--- config.mk ---
export PLATFORM = sky130hd
export DESIGN_NAME = id_ex_stage
export DESIGN_NICKNAME = d
export VERILOG_FILES = /design/src/rtl/id_ex_stage_pkg.sv /design/src/rtl/id_ex_stage_hazard_detect.sv /design/src/rtl/id_ex_stage.sv
export SDC_FILE = /design/constraint.sdc
export NUM_CORES = 1
export LEC_CHECK = 0
export ABC_AREA = 1
export CAP_MARGIN = 20
export CELL_PAD_IN_SITES_DETAIL_PLACEMENT = 1
export CELL_PAD_IN_SITES_GLOBAL_PLACEMENT = 1
export CORE_AREA = 5 5 149 151
export CTS_CLUSTER_SIZE = 8
export DETAILED_ROUTE_END_ITERATION = 10
export DIE_AREA = 0 0 154 156
export PLACE_DENSITY = 0.87
export SLEW_MARGIN = 15
export SYNTH_ARGS = -nofsm -noshare
export SYNTH_HDL_FRONTEND = slang
export SYNTH_HIERARCHICAL = 1
export SYNTH_SLANG_ARGS = --single-unit
--- constraint.sdc ---
create_clock -name i_clock -period 3.2 [get_ports i_clock]
set_input_delay 0.48 -clock i_clock [delete_from_list [all_inputs] [get_ports i_clock]]
set_output_delay 0.48 -clock i_clock [all_outputs]
set_load 0.05 [all_outputs]
--- src/rtl/id_ex_stage_pkg.sv ---
// rtl/id_ex_stage_pkg.sv - shared opcodes, control bundle widths and bit indices for the ID/EX stage
package id_ex_stage_pkg;

  localparam int EX_W  = 4;
  localparam int MEM_W = 3;
  localparam int WB_W  = 2;

  // ex = {RegDst, ALUSrc, ALUOp[1:0]}, mem = {MemRead, MemWrite, Branch}, wb = {RegWrite, ResultSel}
  localparam int REG_DST_BIT    = 3;
  localparam int ALU_SRC_BIT    = 2;
  localparam int MEM_READ_BIT   = 2;
  localparam int MEM_WRITE_BIT  = 1;
  localparam int BRANCH_BIT     = 0;
  localparam int REG_WRITE_BIT  = 1;
  localparam int RESULT_SEL_BIT = 0;

  localparam logic [5:0] OP_R_TYPE = 6'b000000;
  localparam logic [5:0] OP_LW     = 6'b100011;
  localparam logic [5:0] OP_SW     = 6'b101011;
  localparam logic [5:0] OP_BEQ    = 6'b000100;

endpackage

--- src/rtl/id_ex_stage_hazard_detect.sv ---
// rtl/id_ex_stage_hazard_detect.sv - combinational load-use hazard detection
// Stalls when the load in EX writes a register the ID instruction reads.
module hazard_detect
  import id_ex_stage_pkg::*;
#(
  parameter int REG_ADDR = 5,
  parameter int SIZEOP   = 6
) (
  input  logic                i_ex_mem_read,
  input  logic [REG_ADDR-1:0] i_ex_rt,
  input  logic [REG_ADDR-1:0] i_id_rs,
  input  logic [REG_ADDR-1:0] i_id_rt,
  input  logic [SIZEOP-1:0]   i_id_opcode,
  output logic                o_stall
);

  logic uses_rt;

  always_comb begin
    // Only R-type, SW and BEQ read rt as a source; loads/immediates write it.
    uses_rt = (i_id_opcode == SIZEOP'(OP_R_TYPE)) |
              (i_id_opcode == SIZEOP'(OP_SW))     |
              (i_id_opcode == SIZEOP'(OP_BEQ));
    o_stall = i_ex_mem_read & (i_ex_rt != '0) &
              ((i_ex_rt == i_id_rs) | (uses_rt & (i_ex_rt == i_id_rt)));
  end

endmodule

--- src/rtl/id_ex_stage.sv ---
// rtl/id_ex_stage.sv - ID/EX pipeline register with load-use bubble insertion and branch flush
// Optional HAZARD_COUNT_EN adds a saturating stall counter on o_stall_count.
module id_ex_stage
  import id_ex_stage_pkg::*;
#(
  parameter int DATA_WIDTH = 32,
  parameter int REG_ADDR   = 5,
  parameter int SIZEOP     = 6
) (
  input  logic                  i_clock,
  input  logic                  i_reset,
  input  logic                  i_enable,
  input  logic                  i_flush,
  input  logic [EX_W-1:0]       i_ex,
  input  logic [MEM_W-1:0]      i_mem,
  input  logic [WB_W-1:0]       i_wb,
  input  logic [SIZEOP-1:0]     i_opcode,
  input  logic [DATA_WIDTH-1:0] i_pc4,
  input  logic [DATA_WIDTH-1:0] i_rs_data,
  input  logic [DATA_WIDTH-1:0] i_rt_data,
  input  logic [DATA_WIDTH-1:0] i_imm,
  input  logic [REG_ADDR-1:0]   i_rs,
  input  logic [REG_ADDR-1:0]   i_rt,
  input  logic [REG_ADDR-1:0]   i_rd,
  output logic                  o_stall,
  output logic [EX_W-1:0]       o_ex,
  output logic [MEM_W-1:0]      o_mem,
  output logic [WB_W-1:0]       o_wb,
  output logic [DATA_WIDTH-1:0] o_pc4,
  output logic [DATA_WIDTH-1:0] o_rs_data,
  output logic [DATA_WIDTH-1:0] o_rt_data,
  output logic [DATA_WIDTH-1:0] o_imm,
  output logic [REG_ADDR-1:0]   o_rs,
  output logic [REG_ADDR-1:0]   o_rt,
  output logic [REG_ADDR-1:0]   o_rd
`ifdef HAZARD_COUNT_EN
  ,
  output logic [31:0]           o_stall_count
`endif
);

  logic [EX_W-1:0]       ex_q, ex_d;
  logic [MEM_W-1:0]      mem_q, mem_d;
  logic [WB_W-1:0]       wb_q, wb_d;
  logic [DATA_WIDTH-1:0] pc4_q, pc4_d;
  logic [DATA_WIDTH-1:0] rs_data_q, rs_data_d;
  logic [DATA_WIDTH-1:0] rt_data_q, rt_data_d;
  logic [DATA_WIDTH-1:0] imm_q, imm_d;
  logic [REG_ADDR-1:0]   rs_q, rs_d;
  logic [REG_ADDR-1:0]   rt_q, rt_d;
  logic [REG_ADDR-1:0]   rd_q, rd_d;
  logic                  stall;

  hazard_detect #(
    .REG_ADDR (REG_ADDR),
    .SIZEOP   (SIZEOP)
  ) u_hazard_detect (
    .i_ex_mem_read (mem_q[MEM_READ_BIT]),
    .i_ex_rt       (rt_q),
    .i_id_rs       (i_rs),
    .i_id_rt       (i_rt),
    .i_id_opcode   (i_opcode),
    .o_stall       (stall)
  );

  always_comb begin
    ex_d      = ex_q;
    mem_d     = mem_q;
    wb_d      = wb_q;
    pc4_d     = pc4_q;
    rs_data_d = rs_data_q;
    rt_data_d = rt_data_q;
    imm_d     = imm_q;
    rs_d      = rs_q;
    rt_d      = rt_q;
    rd_d      = rd_q;
    if (i_enable) begin
      pc4_d     = i_pc4;
      rs_data_d = i_rs_data;
      rt_data_d = i_rt_data;
      imm_d     = i_imm;
      rs_d      = i_rs;
      rt_d      = i_rt;
      rd_d      = i_rd;
      // Flush and stall both turn the EX slot into a bubble by zeroing control only.
      if (i_flush || stall) begin
        ex_d  = '0;
        mem_d = '0;
        wb_d  = '0;
      end else begin
        ex_d  = i_ex;
        mem_d = i_mem;
        wb_d  = i_wb;
      end
    end
  end

  always_ff @(posedge i_clock or negedge i_reset) begin
    if (!i_reset) begin
      ex_q      <= '0;
      mem_q     <= '0;
      wb_q      <= '0;
      pc4_q     <= '0;
      rs_data_q <= '0;
      rt_data_q <= '0;
      imm_q     <= '0;
      rs_q      <= '0;
      rt_q      <= '0;
      rd_q      <= '0;
    end else begin
      ex_q      <= ex_d;
      mem_q     <= mem_d;
      wb_q      <= wb_d;
      pc4_q     <= pc4_d;
      rs_data_q <= rs_data_d;
      rt_data_q <= rt_data_d;
      imm_q     <= imm_d;
      rs_q      <= rs_d;
      rt_q      <= rt_d;
      rd_q      <= rd_d;
    end
  end

`ifdef HAZARD_COUNT_EN
  logic [31:0] stall_count_q, stall_count_d;

  always_comb begin
    stall_count_d = stall_count_q;
    if (i_enable && stall && !i_flush && (stall_count_q != '1)) begin
      stall_count_d = stall_count_q + 32'd1;
    end
  end

  always_ff @(posedge i_clock or negedge i_reset) begin
    if (!i_reset) begin
      stall_count_q <= '0;
    end else begin
      stall_count_q <= stall_count_d;
    end
  end

  assign o_stall_count = stall_count_q;
`endif

  assign o_stall   = stall;
  assign o_ex      = ex_q;
  assign o_mem     = mem_q;
  assign o_wb      = wb_q;
  assign o_pc4     = pc4_q;
  assign o_rs_data = rs_data_q;
  assign o_rt_data = rt_data_q;
  assign o_imm     = imm_q;
  assign o_rs      = rs_q;
  assign o_rt      = rt_q;
  assign o_rd      = rd_q;

endmodule

==> results.cfg <==
[outcome]
status = completed

[worst_hold_path]
min_path_type = input port to async pin

[route]
dr.pass1.iters = 6
routed_wl_um = 20850
wire_per_inst_um = 15.82
drt.antenna.violating_nets = 0
drc = 0
vias = 5735
drt-vias-per-instance = 4.351
drtIter0Drc = 199

[critical_path]
cp.required_ns = 2.72
worst_path_dominant_cell_family = buffers and inverters
path_class = input port to output port
critPathLaunchType = input port
cp.arrival_ns = 1.87
cp_slowest_cell = clkdlybuf4s50_1
worst-path-buf-inv = 3
crit_path_max_fanout = 3
endpoint_kind = output port
crit_chain = clkdlybuf4s50_1 > inv_1 > nand2_1 > nand2_1 > nor2_1 > nand2_1 > nor2_1 > nor2_1 > nor2_1 > buf_4
slowest_delay_ns = 0.51
critPathMostFrequentCell = nor2_1

[place]
place_inst = 1286
portBuffers = 314
pre_cts_ws_ns = 0.8194
place.gp.congestion = 0.7964
dp_hpwl_um = 15250
postPlaceCellArea_um2 = 9404

[sta]
setup_violations = 0
setup_tns_ns = 0
drv_slew = 0
slew-limit-headroom_pct = 55.51
clock-skew-final_ns = 0.005971
rsz0062_at_grt = no
fin_crit_ns = 2.349
finalHoldViolations = 0
fmax_ghz = 0.4257
tightest_slew_ns = 0.6673
timing.hold.ws_ns = 0.03063
final.period_utilization_pct = 73.40
layout_setup_ws_ns = 0.8512

[clock_network]
h-tree-depth = 4
cts_tree = built
clk_path_buf_depth = 2
clkSinkCount = 152
cts_resized = 0
cts_hold_buffers = 0
clk_latency_ns = 0.41
cts_root_buf = clkbuf_16
numCtsBuffers = 17
cts_setup_buffers = 0
clk_pin_slew_worst_paths_ns = 0.07

[logic_synthesis]
synth_cell_type_count = 14
yosys_most_used_dff = dfrtp_1
synth_top_area_share_pct = 62.64
ys_ff_latch = 152
avgSynthCellArea_um2 = 8.375
synth_edf_count = 0
synth_area_um2 = 6072
seq_area_frac_synth_pct = 62.64
yosysMostFrequentCell = nand2_1
synthTopCellsByCount = nand2_1, dfrtp_1, buf_2, inv_1, nor2_1
synthArstFlopShare_pct = 100.0
yosys.area.top_type = dfrtp_1
yosys_warnings = 6
synth_area_leaders = dfrtp_1, nand2_1, buf_2, buf_6, inv_1
syn_nets = 887
syn_inst = 725

[grt]
grt_max_degree = 153
grtUsageTotal_pct = 17.33
antenna_found_initial = 0
grt_pass1_wl_um = 33320
grt_pass1_vias = 6116
overflow = 0

[power]
power_mw = 5.612
powerDensity_nw_per_um2 = 563.5
max-vdd-ir-drop_mv = 0.3121
p_leak_nw = 4.976

[finish]
final_area_um2 = 9960
post-route-util_pct = 48.14
layout-drive-gt1-share_pct = 4.314
final_nets = 1192
finalNonFillerCells = 1318
syn2layout_area_growth_pct = 64.02
n_antenna_cell = 0

[floorplan]
start_util_pct = 29.35
dieHeight_um = 156
core_um2 = 20690
rows = 53
ioPinCount = 315
dieArea_um2 = 24020
die_w_um = 154

[flow_run]
drv_cap = 0
## registers in the layout (all words and copies together), names as in the netlist
| signal | count |
|---|---|
| o_rs | 5 |
| o_ex | 4 |
| o_rd | 5 |
| o_rs_data | 32 |
| o_rt | 5 |
| o_imm | 32 |
| o_pc4 | 32 |
| o_wb | 2 |
| o_rt_data | 32 |
| o_mem | 3 |
## report_power, final
part,internal (mW),switching [mW]
Clock,1.04,0.876
Sequential,2.09,0.100
Combinational,0.546,0.963
## logic make-up (layout without fill, tap and decap cells)
logic type	Yosys count	in the layout	synth area share (%)
simple gates	510	510	31.67
flops	152	152	62.64
compound gates	3	3	0.2472
buf+inv	60	378	5.440
## layout make-up
class,instances,area (um2)
clock buffers,19,442.9
flip-flops and latches,152,3804
clock inverters,13,112.6
repair buffers,319,3214
fillers,2448,10730
multi-input cells,513,1938
well taps,275,344.1
inverters,27,103.9
## metal layers
metal	global-route usage, %	part of all wire, %
met2	29.03	48
met5	0	0
met1	20.91	42
met4	4.962	1.9
met3	6.657	8.8
## cells in the final DEF, fill, tap and decap left out, types with 2 or more instances in the layout
cell	instances
inv_2	4
clkinv_4	4
inv_6	5
nand2_1	494
buf_4	4
clkbuf_16	17
dfrtp_1	152
o21ai_0	2
clkinvlp_4	3
clkdlybuf4s50_1	311
nor2_1	12
nand4_1	2
inv_1	22
buf_12	3
## path summary, 6_finish.rpt
kind	from	to	slack, ns	depth (start not counted)
min reg2reg	o_rs[1]	o_rs[1]	0.47	2
min	i_reset	o_pc4[17]	0.03	1
max	i_rt[4]	o_stall	0.85	10
min in group i_clock	o_rs[1]	o_rs[1]	0.47	2
max reg2reg	o_rt[4]	o_ex[1]	1.36	11
max in group asynchronous	i_reset	o_imm[12]	2.36	2
Note: power is estimated with default switching activity, not from simulation.
